File: config.mk
export PLATFORM = sky130hd
export DESIGN_NAME = seg_scan_ctrl
export DESIGN_NICKNAME = d
export VERILOG_FILES = /design/src/rtl/seg_scan_ctrl.sv
export SDC_FILE = /design/constraint.sdc
export NUM_CORES = 1
export LEC_CHECK = 0
export CORE_ASPECT_RATIO = 1.25
export CORE_MARGIN = 5
export CORE_UTILIZATION = 49
export CTS_BUF_LIST = sky130_fd_sc_hd__clkbuf_8 sky130_fd_sc_hd__clkbuf_16
export DETAILED_ROUTE_END_ITERATION = 12
export PLACE_DENSITY = 0.83
export SLEW_MARGIN = 10
export SYNTH_ARGS = -nofsm -noshare
export SYNTH_HDL_FRONTEND = slang
export SYNTH_SLANG_ARGS = --single-unit
File: constraint.sdc
create_clock -name clk -period 2.29 [get_ports clk]
set_input_delay 0.687 -clock clk [delete_from_list [all_inputs] [get_ports clk]]
set_output_delay 0.687 -clock clk [all_outputs]
set_load 0.005 [all_outputs]
File: src/rtl/seg_scan_ctrl.sv
// Multiplexed 4-digit seven-segment scanner with anti-ghost blanking, PWM dimming,
// leading-zero suppression and a double-buffered write port swapped at frame boundaries.
module seg_scan_ctrl #(
  parameter int SCAN_DIV  = 250,
  parameter int BLANK_CYC = 8
) (
  input  logic        clk,
  input  logic        reset,
  input  logic        wr_valid,
  output logic        wr_ready,
  input  logic [15:0] wr_data,
  input  logic        lz_blank,
  input  logic [2:0]  bright,
  output logic [6:0]  seg,
  output logic [3:0]  dig_en,
  output logic        frame_done
);

  localparam int TW = $clog2(SCAN_DIV);
  localparam logic [TW-1:0] BLANK_LAST = TW'(BLANK_CYC - 1);
  localparam logic [TW-1:0] SHOW_FIRST = TW'(BLANK_CYC);
  localparam logic [TW-1:0] SLOT_LAST  = TW'(SCAN_DIV - 1);

  typedef enum logic {
    BLANK = 1'b0,
    SHOW  = 1'b1
  } state_t;

  state_t          state_reg, state_next;
  logic [TW-1:0]   timer_reg, timer_next;
  logic [1:0]      index_reg, index_next;
  logic [2:0]      phase_reg, phase_next;
  logic [2:0]      bright_q_reg;
  logic [15:0]     active_reg;
  logic [15:0]     pending_reg;
  logic            pending_full_reg, pending_full_next;
  logic            wr_ready_reg;
  logic [6:0]      seg_reg, seg_next;
  logic [3:0]      dig_en_reg, dig_en_next;
  logic            frame_done_reg;

  logic            frame_end;
  logic            wr_fire;
  logic            swap;
  logic            sample_now;
  logic [2:0]      bright_eff;
  logic            pwm_on;
  logic [6:0]      shown_seg;
  logic [3:0]      digit [4];
  logic [3:0]      lz_kill;

  function automatic logic [6:0] decode(input logic [3:0] d);
    case (d)
      4'd0:    decode = 7'h3F;
      4'd1:    decode = 7'h06;
      4'd2:    decode = 7'h5B;
      4'd3:    decode = 7'h4F;
      4'd4:    decode = 7'h66;
      4'd5:    decode = 7'h6D;
      4'd6:    decode = 7'h7D;
      4'd7:    decode = 7'h07;
      4'd8:    decode = 7'h7F;
      4'd9:    decode = 7'h6F;
      default: decode = 7'h00;
    endcase
  endfunction

  generate
    for (genvar gi = 0; gi < 4; gi++) begin : g_digit
      assign digit[gi] = active_reg[4*gi +: 4];
    end
  endgenerate

  // A digit is suppressed when it and every more significant digit are zero.
  always_comb begin
    logic zero_above;
    zero_above = 1'b1;
    lz_kill    = 4'b0000;
    for (int i = 3; i >= 0; i--) begin
      zero_above = zero_above && (digit[i] == 4'd0);
      lz_kill[i] = lz_blank && zero_above && (i != 0);
    end
  end

  // Slot sequencing: timer runs 0..SCAN_DIV-1 across one digit slot.
  always_comb begin
    state_next = state_reg;
    timer_next = timer_reg + TW'(1);
    index_next = index_reg;
    frame_end  = 1'b0;
    case (state_reg)
      BLANK: begin
        if (timer_reg == BLANK_LAST) state_next = SHOW;
      end
      SHOW: begin
        if (timer_reg == SLOT_LAST) begin
          state_next = BLANK;
          timer_next = '0;
          index_next = index_reg + 2'd1;
          frame_end  = (index_reg == 2'd3);
        end
      end
      default: begin
        state_next = BLANK;
        timer_next = '0;
      end
    endcase
  end

  // Outputs are computed for the upcoming cycle so the registers line up with state.
  // Brightness is latched during s=0; that cycle is lit for any brightness, so the
  // value seen then can steer the rest of the slot.
  always_comb begin
    phase_next  = (state_next == SHOW && state_reg == SHOW) ? phase_reg + 3'd1 : 3'd0;
    sample_now  = (state_reg == SHOW) && (timer_reg == SHOW_FIRST);
    bright_eff  = sample_now ? bright : bright_q_reg;
    pwm_on      = (phase_next <= bright_eff);
    shown_seg   = lz_kill[index_reg] ? 7'h00 : decode(digit[index_reg]);
    seg_next    = (state_next == SHOW) ? shown_seg : 7'h00;
    dig_en_next = (state_next == SHOW && pwm_on) ? (4'b0001 << index_reg) : 4'b0000;
  end

  // Write and swap cannot coincide: writes need an empty buffer, swaps a full one.
  always_comb begin
    wr_fire           = wr_valid && !pending_full_reg;
    swap              = frame_end && pending_full_reg;
    pending_full_next = pending_full_reg;
    if (swap)
      pending_full_next = 1'b0;
    else if (wr_fire)
      pending_full_next = 1'b1;
  end

  always_ff @(posedge clk) begin
    if (reset) begin
      state_reg        <= BLANK;
      timer_reg        <= '0;
      index_reg        <= 2'd0;
      phase_reg        <= 3'd0;
      bright_q_reg     <= 3'd7;
      active_reg       <= 16'h0000;
      pending_reg      <= 16'h0000;
      pending_full_reg <= 1'b0;
      wr_ready_reg     <= 1'b1;
      seg_reg          <= 7'h00;
      dig_en_reg       <= 4'b0000;
      frame_done_reg   <= 1'b0;
    end else begin
      state_reg        <= state_next;
      timer_reg        <= timer_next;
      index_reg        <= index_next;
      phase_reg        <= phase_next;
      if (sample_now) bright_q_reg <= bright;
      if (wr_fire) pending_reg <= wr_data;
      if (swap) active_reg <= pending_reg;
      pending_full_reg <= pending_full_next;
      wr_ready_reg     <= !pending_full_next;
      seg_reg          <= seg_next;
      dig_en_reg       <= dig_en_next;
      frame_done_reg   <= frame_end;
    end
  end

  assign wr_ready   = wr_ready_reg;
  assign seg        = seg_reg;
  assign dig_en     = dig_en_reg;
  assign frame_done = frame_done_reg;

endmodule

=== Yosys cells after proc, flatten, opt, wreduce, memory -nomap -nowiden ===
Memory sizes are Yosys's and may differ from the RTL's. A register that Yosys moved wholly into a read port is not among the register bits.
Index checks and enable logic that the tools add are counted.

* Output and inout port bits: 13
* Word-level logic and storage cells: 61
* Memory bits (read-only): 112
* Memories kept: 1
* Flip-flop bits (word level): 56

{| class="wikitable"
|+ Memory list
! name !! words !! width !! rd ports !! clocked after Yosys merged registers in !! write ports !! line !! RTL
|-
| (no name shown) || 16 || 7 || 1 || 1 || 0 || 53 || <nowiki>case (d)</nowiki>
|}

* Multiplexer cells: 16
* Bitwise logic cells: 4
* Shifts and indexed selects: 1
* Eq/ne operators: 4
* Reduce and logical (&&, ||, !) cells: 18
* $add $sub $neg: 3
* Order comparisons: 3

{| class="wikitable"
|+ Operator list
! kind !! count
|-
| 8-bit 2-to-1 mux || 2
|-
| 4-bit logical NOT || 3
|-
| 1-bit logical AND || 10
|-
| 8-bit by 1-bit adder with 8-bit output (second input constant) || 1
|-
| 4-bit binary-select mux with 2-bit select || 1
|-
| 8-bit by 3-bit == test with 1-bit output (second input constant) || 1
|-
| 8-bit by 4-bit == test with 1-bit output (second input constant) || 1
|-
| 8-bit == test (second input constant) || 1
|-
| 4-bit 2-to-1 mux || 2
|-
| 1-bit 2-to-1 mux || 7
|-
| 3-bit 2-to-1 mux || 2
|-
| 1-bit by 2-bit << shifter with 4-bit output (first input constant) || 1
|-
| 3-bit by 1-bit adder with 3-bit output (second input constant) || 1
|-
| 3-bit greater-or-equal comparator (second input constant) || 1
|-
| 3-bit <= comparator || 1
|-
| 2-bit by 3-bit < comparator with 1-bit output (second input constant) || 1
|-
| 1-bit inverter || 3
|-
| 2-bit inverter with 3-bit output || 1
|-
| 3-bit OR reduction || 1
|-
| 2-bit by 1-bit adder with 2-bit output (second input constant) || 1
|-
| 1-bit binary-select mux with 2-bit select || 1
|-
| 2-bit == test (second input constant) || 1
|-
| 1-bit logical NOT || 2
|-
| 1-bit one-hot mux with 2 select lines || 1
|-
| 2 further kinds || 2
|}

=== Logic depth before layout (Yosys ltp) ===
Gate-level depths: netlist of the first run.

* Depth after elaboration: 9
* Gate-level depth with buffers: 11

=== Worst setup path after synthesis of the first run ===
OpenSTA, ideal clock, no wires.

* Kind: register to register
* Start: register timer_reg[0]
* End: register dig_en_reg[2], in the netlist dig_en[2]
* Path buffers: 1
* Slack: 0.028 ns
* Required time: 2.194 ns
* Setup time: 0.096 ns
* Arrival time: 2.166 ns
* Stages on the path, launching flop included: 11
* Path through: dfxtp_1 -> ha_1 -> inv_1 -> or3_1 -> clkbuf_1 -> nor2b_1 -> ha_1 -> nor2b_1 -> o21ai_0 -> a32oi_1 -> nor4b_1

* Word-level cells in the longest chain between the ends: 9

{| class="wikitable"
|+ Ends and longest elaborated chain
! item !! line !! RTL
|-
| start: declaration || 30 || <nowiki>logic [TW-1:0] timer_reg, timer_next;</nowiki>
|-
| start signal: assignment || 150 || <nowiki>timer_reg <= timer_next;</nowiki>
|-
| 8-bit == test or 8-bit by 3-bit == test with 1-bit output (tied branches) || 96, 93 ||
|-
| 1-bit 2-to-1 mux, on equally long branches || 96, 93 ||
|-
| 1-bit one-hot mux with 2 select lines * || 91 || <nowiki>case (state_reg)</nowiki>
|-
| 1-bit logical AND * || 114 || <nowiki>phase_next = (state_next == SHOW && state_reg == SHOW) ? phase_reg + 3'd1 : 3'd0;</nowiki>
|-
| 3-bit 2-to-1 mux * || 114 ||
|-
| net phase_next[1] || 32 || <nowiki>logic [2:0] phase_reg, phase_next;</nowiki>
|-
| 3-bit <= comparator * || 117 || <nowiki>pwm_on = (phase_next <= bright_eff);</nowiki>
|-
| 1-bit logical AND * || 120 || <nowiki>dig_en_next = (state_next == SHOW && pwm_on) ? (4'b0001 << index_reg) : 4'b0000;</nowiki>
|-
| 1-bit inverter (no line) * || -- ||
|-
| 2-bit OR reduction (no line) * || -- ||
|-
| end signal: assignment || 159 || <nowiki>dig_en_reg <= dig_en_next;</nowiki>
|-
| end: declaration || 39 || <nowiki>logic [3:0] dig_en_reg, dig_en_next;</nowiki>
|}

Mark *: on every way through the listed nets, which the timed path passes. The rest lies on a longest branch.
A chain may end at the register's enable or synchronous reset.

=== Final worst setup path of the first run ===
* Start: register timer_reg[5]
* End: register dig_en_reg[2], in the netlist dig_en[2]

* Word-level cells in the longest chain between the ends: 9

{| class="wikitable"
|+ Ends and longest elaborated chain
! item !! line
|-
| 8-bit == test or 8-bit by 3-bit == test with 1-bit output (tied branches) || 96, 93
|-
| 1-bit 2-to-1 mux, on equally long branches || 96, 93
|-
| 1-bit one-hot mux with 2 select lines || 91
|-
| 1-bit logical AND || 114
|-
| 3-bit 2-to-1 mux || 114
|-
| 3-bit <= comparator || 117
|-
| 1-bit logical AND * || 120
|-
| 1-bit inverter (no line) * || --
|-
| 2-bit OR reduction (no line) * || --
|}

Every way passes the cells marked *; elsewhere a longest branch is shown, timed or not.

==> impl_results.md, run 1 <==
* Result of the run: complete, no violations
* DRC violation total after the first TritonRoute iteration at about 120
* Pwr/cell area at 631 nW/um^2
* Worst relative slew slack at a little over three fifths
* GP Congestion at ~0.79
* # rows at 30
* Final setup violation count at 0
* WL/cell at 13.9 um
* Input/output buffers at 35
* Maximum clock frequency at between 400 and 500 MHz
* Wire length of the first global-routing pass at roughly 8800 um
* P_leak at 1.41 nW
* Combined area of the multi-input logic cells at 1420 um^2
* Path class of the lowest-slack min-delay path: register to register
* Syn_area_per_cell at 9.65 um^2
* Area of the core at roughly 5400 um^2
* Worst Skew at 9.01 ps
* Number of nets with antenna violations after detailed routing at 0
* Shortest clock period the worst path allows after layout at 2250 ps
* Net Count, Synth at about 320
* Library cells used by synthesis at 43
* Number of vias per cell after detailed routing at 5.19
* Unrepaired setup endpoints after global routing: true
* Worst-path clk slew at about 70 ps
* Maximum number of pins on one net before global-route repair at 37
* Number of buffers on the longest clock path at 2
* HPWL Detailed at about 3700 um
* Clock root buffer: clkbuf_8
* Hold violation count in the final report at 0
* Biggest fanout along the worst timing path at 4
* Tot GR Track Use at ~16%
* Layout overhead on the synthesized area at 31.6%
* Number of nets in the final layout at 376
* Total congestion overflow at 0
* Share of the clock period used by the worst path after layout at a little over nine tenths
* Sequential cell area at 1260 um^2
* Number of global-route vias before repair at 2017
* Yosys synthesis warning count at 0
* Post-synthesis cell area at 2710 um^2
* Number of detailed-routing iterations run before antenna repair at 4
* Sequential-to-total area share from yosys stat at 46.5%
* Final instance count without filler cells at 408
* Number of placed cells counting well taps at 385
* Later-pin clock latency in the skew report at around 350 ps
* Count of state elements after synthesis at between 60 and 70
* Gate Count Post-Synth at 281
* DRC viols at 0
* Number of maximum-capacitance constraint violations at 0
* Horizontal die dimension at 76.6 um
* Number of diodes added for antenna fixing at 0
* Initial Util at 50.2%
* Number of clock buffers inserted by TritonCTS at 9
* Clock Sink Count at 63
* Internal reg-to-reg setup slack at 40 ps
* Full die area at ~7100 um^2
* Filler instances at 425
* Share of post-route cells with drive strength above 1 at 20.1%
* Number of top-level pins at 36
* Core Util, Final at 66.1%
* Peak VDD IR at about 0.00047 V
* Data arrival time of the critical path at ~2500 ps
* Crit path capture type: register
* Critical Path Start Type: register
* Worst hold-check slack at roughly 460 ps
* Pins Over Slew Limit at 0
* H-Tree Depth at 3
* Clock tree from TritonCTS: yes
* Transition time at the pin with the least slew margin at around 560 ps
* Total via count in the routed design at around 2100
* Antenna violations before repair at 0
* Category of the most critical setup path: register to register
* Final WL at about 5700 um
* Height of the die at 93.2 um
* Required arrival time at the worst endpoint at 2510 ps
## cells in the final DEF, fill, tap and decap left out, types with 3 or more instances in the layout
| master | instances |
|---|---|
| mux4_2 | 4 |
| clkdlybuf4s50_1 | 35 |
| or3_1 | 4 |
| nor4_1 | 6 |
| o21ai_0 | 3 |
| a21oi_1 | 23 |
| mux2i_1 | 17 |
| dfxtp_1 | 61 |
| clkbuf_8 | 11 |
| buf_4 | 27 |
| nor3_1 | 3 |
| nand2_1 | 41 |
| ha_1 | 11 |
| nand3_1 | 4 |
| xor2_1 | 4 |
| nor2_1 | 27 |
| nor2b_1 | 3 |
| inv_1 | 14 |
## report_power, final
part           switching, mW  internal [mW]
clock                  0.434          0.559
sequential            0.0130           1.12
combinational         0.0587         0.0691
total                  0.506           1.75
## worst max-delay path: stages, from the launching register on
cell and delay [ps]:
dfxtp_2 340, nor4_4 280, or3b_4 450, mux2i_4 210, ha_4 280, nor2b_4 140
o21ai_2 70, a32oi_2 260, nor4b_1 90
## through the flow
| stage | setup TNS, ps | worst slack (ps) | power (mW) | cell area (um^2) |
|---|---|---|---|---|
| 4_1_cts | -10.4 | -10.4 | 2.27 | 3500 |
| 5_1_grt | -239 | -87.5 | 2.34 | 3570 |
| 2_1_floorplan | 0 | 28.2 | 1.21 | 2710 |
| 6_report | 0 | 37.0 | 2.25 | 3570 |
| 3_3_place_gp | -17.3 | -17.3 | 1.28 | 3210 |
| 3_5_place_dp | -311 | -94.3 | 1.28 | 3210 |
## synthesized netlist by cell type
| master | instances | area share [%] |
|---|---|---|
| nand3b_4 | 1 | 0.74 |
| nor3_1 | 3 | 0.55 |
| and4b_1 | 1 | 0.37 |
| dfxtp_1 | 63 | 46 |
| nor4b_1 | 2 | 0.65 |
| nor2_4 | 1 | 0.42 |
| mux2_4 | 1 | 0.55 |
| mux2_2 | 2 | 0.83 |
| nor2_1 | 27 | 3.7 |
| nand2_1 | 41 | 5.7 |
| nor3b_1 | 2 | 0.55 |
| buf_2 | 2 | 0.37 |
| a2111oi_2 | 2 | 1.1 |
| nand4_1 | 1 | 0.23 |
| xnor2_1 | 2 | 0.65 |
| nor3b_2 | 1 | 0.46 |
| and3_1 | 1 | 0.23 |
| or2b_1 | 1 | 0.28 |
| buf_6 | 3 | 1.2 |
| buf_1 | 1 | 0.14 |
| ha_1 | 14 | 6.5 |
| a32oi_1 | 1 | 0.32 |
| o211ai_1 | 1 | 0.28 |
| or3b_1 | 1 | 0.32 |
| nor4bb_1 | 1 | 0.37 |
| xor2_1 | 4 | 1.3 |
| a21oi_1 | 23 | 4.2 |
| nor2b_1 | 4 | 0.92 |
| nor4_1 | 7 | 1.6 |
| clkbuf_1 | 9 | 1.2 |
| o21bai_1 | 2 | 0.55 |
| mux4_2 | 4 | 3.3 |
| inv_1 | 13 | 1.8 |
| nand3b_1 | 2 | 0.55 |
| mux2i_1 | 19 | 7.0 |
| nor2_2 | 1 | 0.23 |
| nor4_4 | 1 | 0.78 |
| nand2b_1 | 2 | 0.46 |
| o31ai_1 | 1 | 0.28 |
| or3_1 | 4 | 0.92 |
| nand3_1 | 4 | 0.74 |
| o21ai_0 | 4 | 0.74 |
| a211oi_1 | 1 | 0.28 |
## metal layers
metal	vias up	part of all wire (%)	track usage, %
li1	1077	-	-
met1	971	42	17.0
met2	56	50	25.6
met3	14	5.8	5.78
met4	0	2.2	9.77
met5	-	0	0
## layout make-up
type	instances	share of cell area, %
multi-input combinational	190	39.7
sequential	63	35.4
timing repair buffer	62	15.5
clock buffer	11	4.24
tap	64	2.24
clock inverter	5	1.61
inverter	13	1.37
## repair_timing
action | in CTS | in global routing
pin swaps | 4 | 6
setup endpoints to repair | 4 | 4
hold buffers | 0 | 0
gates resized for setup | 7 | 11
buffers inserted | 7 | 0
endpoints found under the hold margin | 0 | 0
## cells by family after synthesis
family,after synthesis,synth area share [%]
AO/OA/AOI/OAI,35,7.80
XOR/XNOR,6,1.94
adder cells (fa/ha/maj),14,6.46
buffers and inverters,28,4.80
flip-flops,63,46.5
multiplexers,26,11.7
AND/OR/NAND/NOR,109,20.8
## path summary, 6_finish.rpt
check,startpoint,to,depth (start not counted)
worst min-delay path,pending_reg[6],pending_reg[6],2
worst min register to register,pending_reg[6],pending_reg[6],2
worst max-delay path,timer_reg[5],dig_en[2],8
worst max register to register,timer_reg[5],dig_en[2],8
Power figures use the tool's default switching activity.
==> run 2: changes to the inputs <==
- SKIP_CTS_REPAIR_TIMING: default -> 1
==> impl_results.md, run 2 (synthesized netlist as in run 1, its figures left out) <==
* Result of the run: complete, no violations
* Clock Sink Count at 63 (unchanged)
* Number of maximum-capacitance constraint violations at 0 (unchanged)
* Worst hold-check slack at 449 ps (-6.76 ps)
* Design Power at 2.25 mW (about the same)
* Initial Util at 50.2% (unchanged)
* Global-route track usage on met1 at 16.6% (-0.42 points)
* Max incr delay on CP at 440 ps (about the same)
* Transition time at the pin with the least slew margin at 570 ps (+7.73 ps)
* Clock tree from TritonCTS: yes
* Pins Over Slew Limit at 0 (unchanged)
* Input/output buffers at 35 (unchanged)
* Hold violation count in the final report at 0 (unchanged)
* Path depth of the worst reg2reg path at 8 (unchanged)
* H-Tree Depth at 3 (unchanged)
* Final instance count without filler cells at 403 (-1.2%)
* Biggest fanout along the worst timing path at 4 (unchanged)
* Number of nets with antenna violations after detailed routing at 0 (unchanged)
* Most used cells in the layout excluding fill and tap cells: dfxtp_1 (60), nand2_1 (41), clkdlybuf4s50_1 (35)
* Pwr/cell area at 640 nW/um^2 (+1.5%)
* Filler instances at 432 (+1.6%)
* P_leak at 1.38 nW (-1.8%)
* Later-pin clock latency in the skew report at 350 ps (about the same)
* Wire length of the first global-routing pass at 8660 um (-2.0%)
* Total via count in the routed design at 2094 (-1.1%)
* Number of detailed-routing iterations run before antenna repair at 4 (unchanged)
* Required arrival time at the worst endpoint at 2510 ps (about the same)
* Layer with the highest usage: met2
* Data arrival time of the critical path at 2460 ps (about the same)
* Layout overhead on the synthesized area at 29.7%
* Unrepaired setup endpoints after global routing: true
* HPWL Detailed at 3710 um (unchanged)
* Maximum number of pins on one net before global-route repair at 37 (unchanged)
* Final WL at 5400 um (-5.1%)
* Height of the die at 93.2 um (unchanged)
* Placed cell areas at 3210 um^2 (unchanged)
* DRC viols at 0 (unchanged)
* Number of top-level pins at 36 (unchanged)
* Clock root buffer: clkbuf_8
* Number of nets in the final layout at 371 (-1.3%)
* Number of clock buffers inserted by TritonCTS at 9 (unchanged)
* Share of post-route cells with drive strength above 1 at 18.3% (-1.8 points)
* Number of vias per cell after detailed routing at 5.20 (about the same)
* Critical Path Start Type: register
* Depth of the worst hold-timing path at 1 (-1)
* Number of global-route vias before repair at 1985 (-1.6%)
* Path class of the lowest-slack min-delay path: register to register
* Crit path capture type: register
* Horizontal die dimension at 76.6 um (unchanged)
* Number of diodes added for antenna fixing at 0 (unchanged)
* DRC violation total after the first TritonRoute iteration at 92 (-22%)
* Commonest non-fill, non-tap cell in the layout: dfxtp_1
* Maximum clock frequency at 446 MHz (+0.58%)
* GR Layer Usage met3 at 5.49% (-0.29 points)
* # rows at 30 (unchanged)
* Peak VDD IR at 0.000464 V (-0.40%)
* Shortest clock period the worst path allows after layout at 2240 ps (-13.1 ps)
* Worst-path clk slew at 70 ps (about the same)
* Total congestion overflow at 0 (unchanged)
* Final setup slack of the worst path at 50.1 ps (+13.1 ps)
* Tot GR Track Use at 15.4% (-0.29 points)
* Fraction of met2 tracks used by global routing at 25.4% (-0.29 points)
* Library cell contributing the largest single delay on the critical path: or3b_4
* Number of placed cells counting well taps at 385 (unchanged)
* WL/cell at 13.4 um (-3.9%)
* Final setup violation count at 0 (unchanged)
* Worst relative slew slack at 62.0% (-0.52 points)
* Number of buffers on the longest clock path at 2 (unchanged)
* Pre-CTS setup slack at -94.3 ps (unchanged)
* Full die area at 7130 um^2 (unchanged)
* GP Congestion at 0.790 (unchanged)
* Area of the core at 5410 um^2 (unchanged)
* Cells traversed along the worst timing path: nor4_4, or3b_4, mux2i_4, ha_4, nor2b_1, o21ai_2, a32oi_2, nor4b_1
* Share of the clock period used by the worst path after layout at 97.8% (-0.57 points)
* Category of the most critical setup path: register to register
* Antenna violations before repair at 0 (unchanged)
* Worst Skew at 7.32 ps (-1.69 ps)
* Non-Filler Cell Area, Final at 3520 um^2 (-1.5%)
## run 2: report_power, final
part	internal, mW	switching (mW)	total, mW
registers	1.12	0.0129	1.13
clock network	0.559	0.434	0.993
logic	0.0690	0.0580	0.127
total	1.75	0.505	2.25
## run 2: area by class of cell
class	count	area [um^2]	area share, %
timing repair buffer	57	515	14.7
sequential	63	1260	36.0
multi-input combinational	190	1400	39.8
clock buffer	11	151	4.30
clock inverter	5	57.6	1.64
inverter	13	48.8	1.39
tap	64	80.1	2.28
## run 2: final timing paths
kind,startpoint,to,slack (ps)
hold / removal,phase_reg[0],phase_reg[0],450
setup / recovery,timer_reg[6],dig_en[2],50
hold reg to reg,phase_reg[0],phase_reg[0],450
setup reg to reg,timer_reg[6],dig_en[2],50
## run 2: worst max-delay path: cells and delay by family (launching register included)
family | cells | cell delay, ps
AOI/OAI and AO/OA | 2 | 320
adders and majority gates | 1 | 270
DFF | 1 | 340
muxes | 1 | 210
and+or+nand+nor | 4 | 970
## run 2: through the flow
step                      TNS [ps]  utilization (%)
final                            0             65.1
after global routing          -177             65.1
after CTS                     -404             63.3
after detailed placement      -311             59.4
after global placement       -17.3             59.4
after floorplan                  0                -
## run 2: metal layers
layer	vias up	routed length [um]
li1	1071	-
met1	957	2360
met2	53	2610
met3	13	275
met4	0	158
met5	-	0
==> run 3: changes to the inputs <==
- CTS_CLUSTER_DIAMETER: default -> 120
==> results of run 3 <==
The final DEF is identical to that of run 2; final timing and power are the same.
